[src/rtl/shift_normalizer_pkg.sv]
// Shared types and helpers for the sequential left-normalizer.
package shift_normalizer_pkg;

    typedef enum logic [1:0] {
        IDLE,
        SHIFT,
        DONE
    } state_t;

    // Widest word stage_zero can inspect; callers zero-extend into it.
    localparam int MAX_W = 64;

    function automatic int calc_sw(input int width);
        return $clog2(width);
    endfunction

    // True when the top 2^k bits of a width-bit word are all zero.
    function automatic logic stage_zero(input logic [MAX_W-1:0] word,
                                        input int               width,
                                        input int               k);
        logic allZero;
        allZero = 1'b1;
        for (int i = 0; i < MAX_W; i++) begin
            if ((i >= width - (1 << k)) && (i < width) && word[i]) begin
                allZero = 1'b0;
            end
        end
        return allZero;
    endfunction

endpackage

[src/rtl/normalize_stage.sv]
// One binary-search normalization stage: shifts left by 2^k when the top 2^k bits are clear.
module normalize_stage
    import shift_normalizer_pkg::*;
#(
    parameter int WIDTH = 8,
    parameter int SW    = calc_sw(WIDTH)
) (
    input  logic [WIDTH-1:0] i_word,
    input  logic [SW-1:0]    i_k,
    output logic [WIDTH-1:0] o_word,
    output logic             o_taken
);

    logic [SW-1:0] w_dist;

    assign o_taken = stage_zero(MAX_W'(i_word), WIDTH, int'(i_k));
    assign w_dist  = SW'(1) << i_k;
    assign o_word  = o_taken ? (i_word << w_dist) : i_word;

endmodule

[src/rtl/shift_normalizer.sv]
// Sequential left-normalizer: one stage per clock, valid/ready on both sides.
module shift_normalizer
    import shift_normalizer_pkg::*;
#(
    parameter  int WIDTH = 8,
    localparam int SW    = calc_sw(WIDTH)
) (
    input  logic             clk,
    input  logic             rst,
    input  logic             in_valid,
    output logic             in_ready,
    input  logic [WIDTH-1:0] data_in,
    output logic             out_valid,
    input  logic             out_ready,
    output logic [WIDTH-1:0] data_out,
    output logic [SW-1:0]    shift_amount,
    output logic             zero
);

    state_t           r_state;
    logic [WIDTH-1:0] r_work;
    logic [SW-1:0]    r_amount;
    logic [SW-1:0]    r_k;
    logic             r_zero;
    logic             r_outValid;

    logic [WIDTH-1:0] w_stageWord;
    logic             w_stageTaken;

    normalize_stage #(
        .WIDTH (WIDTH),
        .SW    (SW)
    ) u_stage (
        .i_word  (r_work),
        .i_k     (r_k),
        .o_word  (w_stageWord),
        .o_taken (w_stageTaken)
    );

    // DONE spends one cycle raising out_valid so results appear SW+1 cycles after accept.
    always_ff @(posedge clk) begin
        if (rst) begin
            r_state    <= IDLE;
            r_work     <= '0;
            r_amount   <= '0;
            r_k        <= SW'(SW - 1);
            r_zero     <= 1'b0;
            r_outValid <= 1'b0;
        end else begin
            case (r_state)
                IDLE: begin
                    if (in_valid) begin
                        r_work   <= data_in;
                        r_amount <= '0;
                        r_zero   <= (data_in == '0);
                        r_k      <= SW'(SW - 1);
                        r_state  <= SHIFT;
                    end
                end
                SHIFT: begin
                    r_work <= w_stageWord;
                    if (w_stageTaken) begin
                        r_amount[r_k] <= 1'b1;
                    end
                    if (r_k == '0) begin
                        r_state <= DONE;
                    end else begin
                        r_k <= r_k - SW'(1);
                    end
                end
                DONE: begin
                    if (!r_outValid) begin
                        r_outValid <= 1'b1;
                    end else if (out_ready) begin
                        r_outValid <= 1'b0;
                        r_state    <= IDLE;
                    end
                end
                default: begin
                    r_state <= IDLE;
                end
            endcase
        end
    end

    assign in_ready     = (r_state == IDLE);
    assign out_valid    = r_outValid;
    assign data_out     = r_work;
    assign shift_amount = r_amount;
    assign zero         = r_zero;

endmodule
[config.mk]
export PLATFORM = sky130hd
export DESIGN_NAME = shift_normalizer
export DESIGN_NICKNAME = d
export VERILOG_FILES = /design/src/rtl/shift_normalizer_pkg.sv /design/src/rtl/normalize_stage.sv /design/src/rtl/shift_normalizer.sv
export SDC_FILE = /design/constraint.sdc
export NUM_CORES = 1
export LEC_CHECK = 0
export BUFFER_PORTS_ARGS = -buffer_cell sky130_fd_sc_hd__buf_2
export CAP_MARGIN = 20
export CORE_UTILIZATION = 40
export DETAILED_ROUTE_END_ITERATION = 7
export MAX_ROUTING_LAYER = met4
export PLACE_DENSITY_LB_ADDON = 0.25
export SYNTH_ARGS = -nofsm -noshare
export SYNTH_HDL_FRONTEND = slang
export SYNTH_SLANG_ARGS = --single-unit
[constraint.sdc]
create_clock -name clk -period 5.1 [get_ports clk]
set_input_delay 0.765 -clock clk [delete_from_list [all_inputs] [get_ports clk]]
set_output_delay 0.765 -clock clk [all_outputs]
set_load 0.01 [all_outputs]
==> key figures <==
Clock network
  – Clk_lat worst skew: 0.29 ns
  – Reg clk slew, reported paths: 0.10 ns
  – CTS tree: built
  – Setup Buffers After CTS: 0
  – Clock tree sinks: 18
  – Num CTS Buffers: 3
  – Bufs on Longest Clock Path: 2
  – Clock root buffer: clkbuf_4
  – Post-CTS resize count: 0
  – Hold_buf cts: 0
  – CTS H-tree lvls: 1

STA
  – Period minus WS final: 3.43 ns
  – Relative slew slack: 0.575
  – Final Hold Fails: 0
  – Slew @ Worst Pin: 0.621 ns
  – Max-slew violations: 0
  – Setup_tns: 0 ns
  – Final setup viols: 0
  – Fmax: 291 MHz
  – Fin Clk Skew: 0.00818 ns
  – Final Cycle Share: 0.673
  – Unrepaired setup endpoints after global routing: no

Yosys
  – Synth top area cells: dfxtp_1, ha_1, a21oi_1
  – Post-synthesis async set-or-reset flop share: 0
  – Cell Area, Synth: 1400 um^2
  – Post-Syn Instances: 175
  – Synth area leader: dfxtp_1
  – Syn avg cell area: 8.01 um^2
  – Post-synth top area share: 0.257
  – Primary FF master, synth: dfxtp_1
  – Seq/Total Area, Yosys: 0.257
  – Warnings, synthesis: 0
  – Number of synthesized flops with an enable pin: 0
  – Distinct cells, synth: 46
  – Yosys reg bits: 18
  – Syn nets: 199

Die
  – DIE HEIGHT: 61.2 um
  – Core area: 3340 um^2
  – Die area: 3750 um^2
  – Initial Util: 0.420
  – Row count: 21
  – Ports: 26
  – Die W: 61.2 um

Routing
  – Uppermost layer routed: met4
  – Final ANT Viol Nets: 0
  – Iter 0 DRT Violations: 101
  – DRT met1 WL: 1.76 mm
  – Via Count: 1423
  – Via-to-Cell Ratio: 5.93
  – Drt pass-1 iters: 4
  – WL met2: 1.74 mm
  – WL final: 3.79 mm
  – Routed wl met3: 249 um
  – Post-route DRC: 0
  – Avg WL per Cell: 15.8 um

Pwr
  – Comb pwr share: 0.488
  – Net Sw Frac: 0.424
  – Internal Power: 282 uW
  – Part of the power in registers: 0.371
  – Clock power share: 0.141
  – Psw: 208 uW
  – Pwr Density: 314 nW/um^2
  – VDD IR max: 0.158 mV
  – Pwr Total: 490 uW
  – LEAKAGE: 0.650 nW

Job
  – Max_cap viols: 0

Placed design
  – Final HPWL DP: 2.89 mm
  – Placed cells: 237
  – GPL Wtd Cong: 0.953
  – Dpl cell area: 1540 um^2
  – IO buf count: 25

Global route
  – Largest net degree at the start of global routing: 19
  – Vias in the first global route: 1220
  – Initial antenna violation count: 0
  – Total grt overflow: 0
  – First-pass GRT wire length: 6.18 mm
  – GRT Util Overall: 0.233

Setup path
  – R2r endpoint: data_out[7]
  – R2R Path Start: r_k[0]
  – Arr. time, crit path: 3.62 ns
  – Startpoint Class: flip-flop
  – Setup CP Type: flip-flop to flip-flop
  – Worst EP required: 5.29 ns
  – Worst Path Max Fanout: 9
  – R2r setup slk: 1.67 ns
  – CP Capture Type: flip-flop
  – R2R cell count: 12

Final layout
  – Diode count: 0
  – Final Non-Filler Cells: 240
  – Final cell utilization of the core: 0.468
  – Ratio of cells with drive above 1 in the final layout: 0.201
  – Total Nets Final: 220
  – Most common cell after layout, fill and taps aside: buf_2
  – Commonest non-fill, non-tap cells in the layout: buf_2, dfxtp_1, a21oi_1, nand2_1, nor2_1
  – Design area: 1560 um^2
  – Syn-to-layout area delta: 11.2%
  – Filler cells: 358

Run status
  – Status: completed

Hold path
  – Path type of the worst min-delay path: flip-flop to flip-flop
  – Hold_sp: zero
  – Hold Path Depth: 2
  – WHS Endpoint: zero
power groups by stage:
stage / logic, mW / registers, mW / clock network, mW
3_5_place_dp: 0.234 / 0.184 / 0
6_report: 0.239 / 0.182 / 0.0693
5_1_grt: 0.262 / 0.184 / 0.0771
4_1_cts: 0.236 / 0.181 / 0.0702
2_1_floorplan: 0.179 / 0.183 / 0
3_3_place_gp: 0.231 / 0.184 / 0
synth_stat cells (4+ instances only):
cell,n
nand2_1,15
o21ai_0,5
ha_1,12
nor3_1,11
a21oi_1,16
dfxtp_1,18
mux2i_1,5
nor4_1,5
nor2_1,13
a31oi_1,6
nand3_1,4
inv_1,11
clkbuf_1,6
flip-flops by register name (all words and copies together), names as in the netlist:
name / cells
shift_amount: 3
data_out: 8
out_valid: 1
zero: 1
r_k: 3
r_state: 2
critical path, cell delays in order, from the launching register on:
cell and delay, ns:
dfxtp_1 0.41, inv_1 0.10, ha_1 0.31, nor3_1 0.33, o21bai_1 0.16, ha_1 0.28
nand2b_1 0.10, a221oi_1 0.26, a21oi_1 0.12, or4_4 0.59, a41oi_4 0.24, nand3_2 0.13
mux2_4 0.31
cell families after synthesis:
| kind of cell | Yosys count | share of synthesized area |
|---|---|---|
| simple gates | 60 | 0.216 |
| compound gates | 56 | 0.283 |
| fa+ha+maj | 12 | 0.107 |
| buf+inv | 22 | 0.0714 |
| xor+xnor | 1 | 0.0196 |
| mux | 6 | 0.0464 |
| flops | 18 | 0.257 |
how the worst max path moves through the flow:
stage	from	end	slack [ns]	cells past startpoint
2_1_floorplan	r_k[0]	data_out[7]	1.85	13
3_3_place_gp	r_k[0]	data_out[7]	1.83	12
3_5_place_dp	r_k[0]	data_out[7]	1.70	12
4_1_cts	r_k[0]	data_out[7]	1.69	12
5_1_grt	r_k[0]	data_out[7]	1.47	12
6_report	r_k[0]	data_out[7]	1.67	12
final cells by class:
| type | count | area, um^2 | share of cell area |
|---|---|---|---|
| multi-input cells | 135 | 942 | 0.604 |
| flip-flops and latches | 18 | 360 | 0.231 |
| repair buffers | 26 | 133 | 0.0850 |
| well taps | 46 | 57.6 | 0.0369 |
| inverters | 12 | 45.0 | 0.0289 |
| clock buffers | 3 | 22.5 | 0.0144 |
through the flow:
| step | setup WS (ns) | hold WS (ns) |
|---|---|---|
| 2_1_floorplan | 1.85 | 0.470 |
| 3_3_place_gp | 1.83 | 0.446 |
| 3_5_place_dp | 1.70 | 0.449 |
| 4_1_cts | 1.69 | 0.465 |
| 5_1_grt | 1.47 | 0.498 |
| 6_report | 1.67 | 0.460 |
per-layer routing:
| layer | GRT usage | vias up |
|---|---|---|
| li1 | - | 686 |
| met1 | 0.332 | 667 |
| met2 | 0.345 | 65 |
| met3 | 0.0231 | 5 |
| met4 | 0.0682 | 0 |
| met5 | - | - |
(Power assumes the default switching activity.)
